### src/rtl/mem_access_if.sv
`default_nettype none
// ============================================================================
// Module   : mem_access_if
// Brief    : Data-memory bus (req/ack handshake) between MEM stage and memory.
// Revision : 1.0
// ============================================================================
interface mem_access_if;
  logic        mem_req;
  logic        mem_we;
  logic [29:0] mem_addr;
  logic [3:0]  mem_be;
  logic [31:0] mem_wdata;
  logic        mem_ack;
  logic [31:0] mem_rdata;

  modport master (
    output mem_req, mem_we, mem_addr, mem_be, mem_wdata,
    input  mem_ack, mem_rdata
  );

  modport slave (
    input  mem_req, mem_we, mem_addr, mem_be, mem_wdata,
    output mem_ack, mem_rdata
  );
endinterface
`default_nettype wire

### src/rtl/mem_access.sv
`default_nettype none
// ============================================================================
// Module   : mem_access
// Brief    : MIPS MEM-stage load/store unit; stalls until the bus acks.
//            Optional REQ timeout abort enabled by macro MEM_TIMEOUT_EN.
// Revision : 1.0
// ============================================================================
module mem_access #(
  parameter int TIMEOUT_CYCLES = 255
) (
  input  wire logic        clk,
  input  wire logic        rst,
  input  wire logic [31:0] inst,
  input  wire logic [31:0] addr,
  input  wire logic [31:0] store_val,
  input  wire logic        load,
  input  wire logic        store,
  mem_access_if.master     bus,
  output logic      [31:0] mem_dout,
  output logic             stall,
  output logic             addr_err,
  output logic             bus_err
);

  typedef enum logic [1:0] {IDLE = 2'd0, REQ = 2'd1, DONE = 2'd2} state_t;

  localparam logic [1:0] c_sz_byte = 2'd0;
  localparam logic [1:0] c_sz_half = 2'd1;
  localparam logic [1:0] c_sz_word = 2'd2;

  state_t      r_state;
  logic        r_req, r_we, r_is_load, r_uns, r_bus_err;
  logic [29:0] r_addr;
  logic [3:0]  r_be;
  logic [31:0] r_wdata, r_dout;
  logic [1:0]  r_lane, r_size;

  logic [5:0]  w_op;
  logic [1:0]  w_size;
  logic        w_uns, w_access, w_start;
  logic [3:0]  w_be;
  logic [31:0] w_wdata, w_shift, w_ext;

  assign w_op     = inst[31:26];
  assign w_access = load | store;

  always_comb begin
    w_size = c_sz_word;
    w_uns  = 1'b0;
    case (w_op)
      6'h20, 6'h28: w_size = c_sz_byte;
      6'h24: begin w_size = c_sz_byte; w_uns = 1'b1; end
      6'h21, 6'h29: w_size = c_sz_half;
      6'h25: begin w_size = c_sz_half; w_uns = 1'b1; end
      default: w_size = c_sz_word;
    endcase
  end

  always_comb begin
    w_be    = 4'b1111;
    w_wdata = store_val;
    case (w_size)
      c_sz_byte: begin w_be = 4'b0001 << addr[1:0]; w_wdata = {4{store_val[7:0]}}; end
      c_sz_half: begin w_be = 4'b0011 << addr[1:0]; w_wdata = {2{store_val[15:0]}}; end
      default:   begin w_be = 4'b1111;              w_wdata = store_val;            end
    endcase
  end

  assign addr_err = w_access &&
                    (((w_size == c_sz_half) && addr[0]) ||
                     ((w_size == c_sz_word) && (addr[1:0] != 2'b00)));
  assign w_start  = w_access && !addr_err;
  assign stall    = w_access && (((r_state == IDLE) && !addr_err) || (r_state == REQ));

  // Extract the addressed lane from the returned word, then extend.
  assign w_shift = bus.mem_rdata >> {r_lane, 3'b000};
  always_comb begin
    w_ext = w_shift;
    case (r_size)
      c_sz_byte: w_ext = {{24{~r_uns & w_shift[7]}},  w_shift[7:0]};
      c_sz_half: w_ext = {{16{~r_uns & w_shift[15]}}, w_shift[15:0]};
      default:   w_ext = w_shift;
    endcase
  end

`ifdef MEM_TIMEOUT_EN
  localparam int c_cnt_w = $clog2(TIMEOUT_CYCLES + 1);
  logic [c_cnt_w-1:0] r_cnt;
  logic               w_unused;
  assign w_unused = &{1'b0, inst[25:0]};
`else
  logic w_unused;
  assign w_unused = &{1'b0, inst[25:0], (TIMEOUT_CYCLES > 0)};
`endif

  always_ff @(posedge clk or posedge rst) begin
    if (rst) begin
      r_state   <= IDLE;
      r_req     <= 1'b0;
      r_we      <= 1'b0;
      r_addr    <= '0;
      r_be      <= '0;
      r_wdata   <= '0;
      r_dout    <= '0;
      r_bus_err <= 1'b0;
      r_lane    <= '0;
      r_size    <= c_sz_word;
      r_uns     <= 1'b0;
      r_is_load <= 1'b0;
`ifdef MEM_TIMEOUT_EN
      r_cnt     <= '0;
`endif
    end else begin
      case (r_state)
        IDLE: begin
          if (w_start) begin
            r_state   <= REQ;
            r_req     <= 1'b1;
            r_we      <= store;
            r_addr    <= addr[31:2];
            r_be      <= w_be;
            r_wdata   <= w_wdata;
            r_lane    <= addr[1:0];
            r_size    <= w_size;
            r_uns     <= w_uns;
            r_is_load <= ~store;
            r_dout    <= '0;
`ifdef MEM_TIMEOUT_EN
            r_cnt     <= '0;
`endif
          end
        end
        REQ: begin
          // An ack takes priority over an expiring timeout.
          if (bus.mem_ack) begin
            r_state <= DONE;
            r_req   <= 1'b0;
            r_we    <= 1'b0;
            if (r_is_load) r_dout <= w_ext;
          end
`ifdef MEM_TIMEOUT_EN
          else if (r_cnt == c_cnt_w'(TIMEOUT_CYCLES - 1)) begin
            r_state   <= DONE;
            r_req     <= 1'b0;
            r_we      <= 1'b0;
            r_dout    <= '0;
            r_bus_err <= 1'b1;
          end else begin
            r_cnt <= r_cnt + c_cnt_w'(1);
          end
`endif
        end
        DONE: begin
          r_state   <= IDLE;
          r_bus_err <= 1'b0;
        end
        default: r_state <= IDLE;
      endcase
    end
  end

  assign bus.mem_req   = r_req;
  assign bus.mem_we    = r_we;
  assign bus.mem_addr  = r_addr;
  assign bus.mem_be    = r_be;
  assign bus.mem_wdata = r_wdata;
  assign mem_dout      = addr_err ? 32'h0 : r_dout;
  assign bus_err       = r_bus_err;

endmodule
`default_nettype wire
### src/flat_wrapper.sv
// flat-port wrapper written by rule: the top's interface ports become plain ports
module mem_access_flat 
#(
  parameter int TIMEOUT_CYCLES = 255
)
  (clk, rst, inst, addr, store_val, load, store, mem_dout, stall, addr_err, bus_err, bus_mem_req, bus_mem_we, bus_mem_addr, bus_mem_be, bus_mem_wdata, bus_mem_ack, bus_mem_rdata);
  mem_access_if bus_i ();
  input  wire logic clk;
  input  wire logic rst;
  input  wire logic [31:0] inst;
  input  wire logic [31:0] addr;
  input  wire logic [31:0] store_val;
  input  wire logic load;
  input  wire logic store;
  output logic      [31:0] mem_dout;
  output logic stall;
  output logic addr_err;
  output logic bus_err;
  output wire logic [$bits(bus_i.mem_req)-1:0] bus_mem_req;
  output wire logic [$bits(bus_i.mem_we)-1:0] bus_mem_we;
  output wire logic [$bits(bus_i.mem_addr)-1:0] bus_mem_addr;
  output wire logic [$bits(bus_i.mem_be)-1:0] bus_mem_be;
  output wire logic [$bits(bus_i.mem_wdata)-1:0] bus_mem_wdata;
  input wire logic [$bits(bus_i.mem_ack)-1:0] bus_mem_ack;
  input wire logic [$bits(bus_i.mem_rdata)-1:0] bus_mem_rdata;
  assign bus_mem_req = bus_i.mem_req;
  assign bus_mem_we = bus_i.mem_we;
  assign bus_mem_addr = bus_i.mem_addr;
  assign bus_mem_be = bus_i.mem_be;
  assign bus_mem_wdata = bus_i.mem_wdata;
  assign bus_i.mem_ack = bus_mem_ack;
  assign bus_i.mem_rdata = bus_mem_rdata;
  mem_access #(.TIMEOUT_CYCLES(TIMEOUT_CYCLES)) u_core (.clk(clk), .rst(rst), .inst(inst), .addr(addr), .store_val(store_val), .load(load), .store(store), .bus(bus_i), .mem_dout(mem_dout), .stall(stall), .addr_err(addr_err), .bus_err(bus_err));
endmodule
### config.mk
export PLATFORM = sky130hd
export DESIGN_NAME = mem_access_flat
export DESIGN_NICKNAME = d
export VERILOG_FILES = /design/src/rtl/mem_access_if.sv /design/src/rtl/mem_access.sv /design/src/flat_wrapper.sv
export SDC_FILE = /design/constraint.sdc
export NUM_CORES = 1
export LEC_CHECK = 0
export CAP_MARGIN = 20
export CORE_UTILIZATION = 43
export DETAILED_ROUTE_END_ITERATION = 10
export GPL_TIMING_DRIVEN = 0
export PLACE_DENSITY = 0.89
export REMOVE_ABC_BUFFERS = 1
export SETUP_SLACK_MARGIN = 0.4
export SLEW_MARGIN = 15
export SYNTH_ARGS = -nofsm -noshare
export SYNTH_HDL_FRONTEND = slang
export SYNTH_SLANG_ARGS = --single-unit
### constraint.sdc
create_clock -name clk -period 4.5 [get_ports clk]
set_input_delay 0.45 -clock clk [delete_from_list [all_inputs] [get_ports clk]]
set_output_delay 0.45 -clock clk [all_outputs]
set_load 0.02 [all_outputs]
==> results_dict.tcl <==
set metrics [dict create \
    crit_top_cell "clkdlybuf4s50_1" \
    syn_area_per_cell_um2 11.8 \
    core_mm2 0.0122 \
    crit_arrival_ps 3470 \
    power_density_mw_per_mm2 488 \
    leakage_nw 3.42 \
    pin_count 236 \
    vdd_drop_max_mv 0.281 \
    ctsLongestPathBuffers 2 \
    htree_levels 3 \
    fmax_ghz 0.255 \
    post-route-min-period_ps 3920 \
    vias_per_cell 5.50 \
    pre_cts_ws_ps 516 \
    drc 1 \
    synth_area_leaders "dfrtp_1, mux2_2, mux2i_1" \
    final_nets 791 \
    finalSetupViolations 0 \
    cts_inserted_buffers 9 \
    ant_nets 0 \
    globalRoute.totalOverflow 0 \
    cts_tree "built" \
    die_w_um 115 \
    tightest_slew_ps 1220 \
    die_y_um 115 \
    crit_chain "clkdlybuf4s50_1 > or3b_1 > o21ai_1 > nand3_4 > o21ai_0 > clkdlybuf4s50_1" \
    hold_violations 0 \
    grt_pass1_wl_um 24100 \
    rsz0062_at_grt "false" \
    wl_per_cell_um 18.7 \
    hold_ws_ps 490 \
    dp_hpwl_um 11100 \
    clockRootBuffer "clkbuf_16" \
    outcome "finished, violations left" \
    crit_cells 6 \
    synth_ff_type "dfrtp_1" \
    rrSetupSlack_ps 1690 \
    maxSlewViolCount 0 \
    drt_first_pass_iters 8 \
    startpoint_type "primary input" \
    final.setup_skew_ps 8.36 \
    area_delta_synth_final_pct 46.5 \
    swShare 0.345 \
    gr-usage-all-layers 0.238 \
    postRouteWirelength_um 15500 \
    critPathKind "primary input to output pin" \
    async_flop_share 1.00 \
    r2r_cells 4 \
    grt_max_degree 61 \
    finalSetupTns_ps 0 \
    synthesis.instances 466 \
    register_area_mm2 0.00271 \
    finalCritPeriodShare 0.871 \
    io_buffer_count 208 \
    violations "DRC" \
    drive_gt1_frac 0.170 \
    synth_most_common_cell "dfrtp_1" \
    netlist_area_mm2 0.00549 \
    synth_top_cell_by_area "dfrtp_1" \
    ys_types 48 \
    multi_input_area_mm2 0.00257 \
    path_clk_slew_ps 70 \
    post_cts_buffers 0 \
    crit_path_end "stall" \
    crit_buf_inv 2 \
    vias 4571 \
    nFillCells 957 \
    yosysWarnings 0 \
    gp_congestion 0.865 \
    crit_path_end_kind "output pin" \
    antenna_found_initial 0 \
    finalWorstSetupSlack_ps 580 \
    clk_latency_ps 350 \
    rr_startpoint "u_core.r_lane[0]$_DFFE_PP0P_" \
    clock-sinks 108 \
    dieArea_mm2 0.0132 \
    critPathMaxStageDelay_ps 690 \
    num_rows 40 \
    drtIter0Drc 298 \
    min_path_type "primary input to async pin" \
    max_cap_viol_count 0 \
    internal-power_mw 2.57 \
    power_frac_clock 0.206 \
    combinationalPowerShare 0.418 \
    grt_pass1_vias 4800 \
    p_sw_mw 1.35 \
    cp_slowest_cell "o21ai_1" \
    synth_top_cell_area_share 0.488 \
    synth-seq-cells 108 \
    antenna_cells 0 \
    synth_common_cells "dfrtp_1, mux2_2, mux2i_1, nor2b_1, a221o_1" \
    r2r-end "u_core.r_dout[22]$_DFFE_PP0P_" \
    slew_headroom 0.179 \
    worstPathRequired_ps 4050 \
    yosysSeqAreaShare 0.492 \
    synth-edff-count 0 \
    path_max_fanout 16 \
    seqPwrFrac 0.376 \
    start_util 0.450 \
    cp_top_family "buffers and inverters" \
    critical_path.startpoint "inst[30]" \
]
## placed cells by master, fill, tap and decap left out, types with 3 or more instances in the layout
cell type        instances
a21oi_1                 13
a221o_1                 20
and4_1                   3
clkbuf_16                9
clkdlybuf4s50_1        208
clkinv_2                 3
dfrtp_1                106
inv_1                   18
mux2_2                  78
mux2i_1                 41
nand2_1                 19
nand3b_1                 7
nor2_1                  15
nor2b_1                 25
nor3_1                   5
o211ai_1                 7
o21ai_0                 19
o31ai_1                 15
## through the flow
stage	util	instances	power [mW]	instance area, um^2
5_1_grt	0.659	831	4.11	8040
3_5_place_dp	0.633	814	3.13	7730
3_3_place_gp	0.623	810	3.06	7610
4_1_cts	0.657	830	3.95	8030
6_report	0.659	831	3.93	8040
2_1_floorplan	-	434	2.33	5320
## worst min-delay path by stage
stage | from | slack, ps | endpoint
final | rst | 490 | u_core.bus.mem_addr[14]$_DFFE_PP0P_
after global routing | u_core.bus.mem_req$_DFFE_PP0P_ | 520 | u_core.bus.mem_req$_DFFE_PP0P_
after CTS | u_core.bus.mem_req$_DFFE_PP0P_ | 500 | u_core.bus.mem_req$_DFFE_PP0P_
after detailed placement | u_core.bus.mem_req$_DFFE_PP0P_ | 480 | u_core.bus.mem_req$_DFFE_PP0P_
after global placement | u_core.bus.mem_req$_DFFE_PP0P_ | 470 | u_core.bus.mem_req$_DFFE_PP0P_
after floorplan | u_core.r_dout[23]$_DFFE_PP0P_ | 450 | u_core.r_dout[23]$_DFFE_PP0P_
## flip-flops by register name (all words and copies together) (netlist names)
signal / count
u_core.r_uns: 1
u_core.bus.mem_req: 1
u_core.bus.mem_addr: 30
u_core.r_size: 2
u_core.bus.mem_we: 1
u_core.r_lane: 2
u_core.r_state: 2
u_core.bus.mem_wdata: 32
u_core.bus.mem_be: 4
u_core.r_dout: 32
u_core.r_is_load: 1
## power by group through the flow
stage	clock network [mW]	registers [mW]	logic, mW
after floorplan	0	1.69	0.635
after global placement	0	1.46	1.59
after detailed placement	0	1.49	1.64
after CTS	0.828	1.48	1.65
after global routing	0.861	1.52	1.74
final	0.809	1.48	1.64
## metal layers
layer	up-vias	part of all wire	GRT usage
met1	2240	0.39	0.276
met4	0	0.021	0.0996
met5	-	0	0
met3	32	0.084	0.0685
met2	214	0.50	0.413
li1	2085	-	-
## worst register-to-register path, stage by stage (launching register included)
cell     delay, ps
dfrtp_2        890
mux2i_1        230
mux4_2         500
nor2_1         880
a221o_1        230
## logic make-up after synthesis
group / synth area share
simple gates: 0.102
mux: 0.243
buf+inv: 0.0454
flops: 0.492
other cells: 0.000683
compound gates: 0.116
## final cells by class
type | count | share of cell area
Clock inverter | 6 | 0.00778
Tap cell | 168 | 0.0261
Multi-Input combinational cell | 307 | 0.320
Inverter | 20 | 0.0103
Timing Repair Buffer | 212 | 0.270
Sequential cell | 108 | 0.336
Clock buffer | 10 | 0.0297
## repair_timing
item                                    in CTS  in global routing
hold buffers                                 0                  0
gates resized for setup                      0                  1
endpoints found under the setup margin       0                  1
Power figures use the tool's default switching activity.
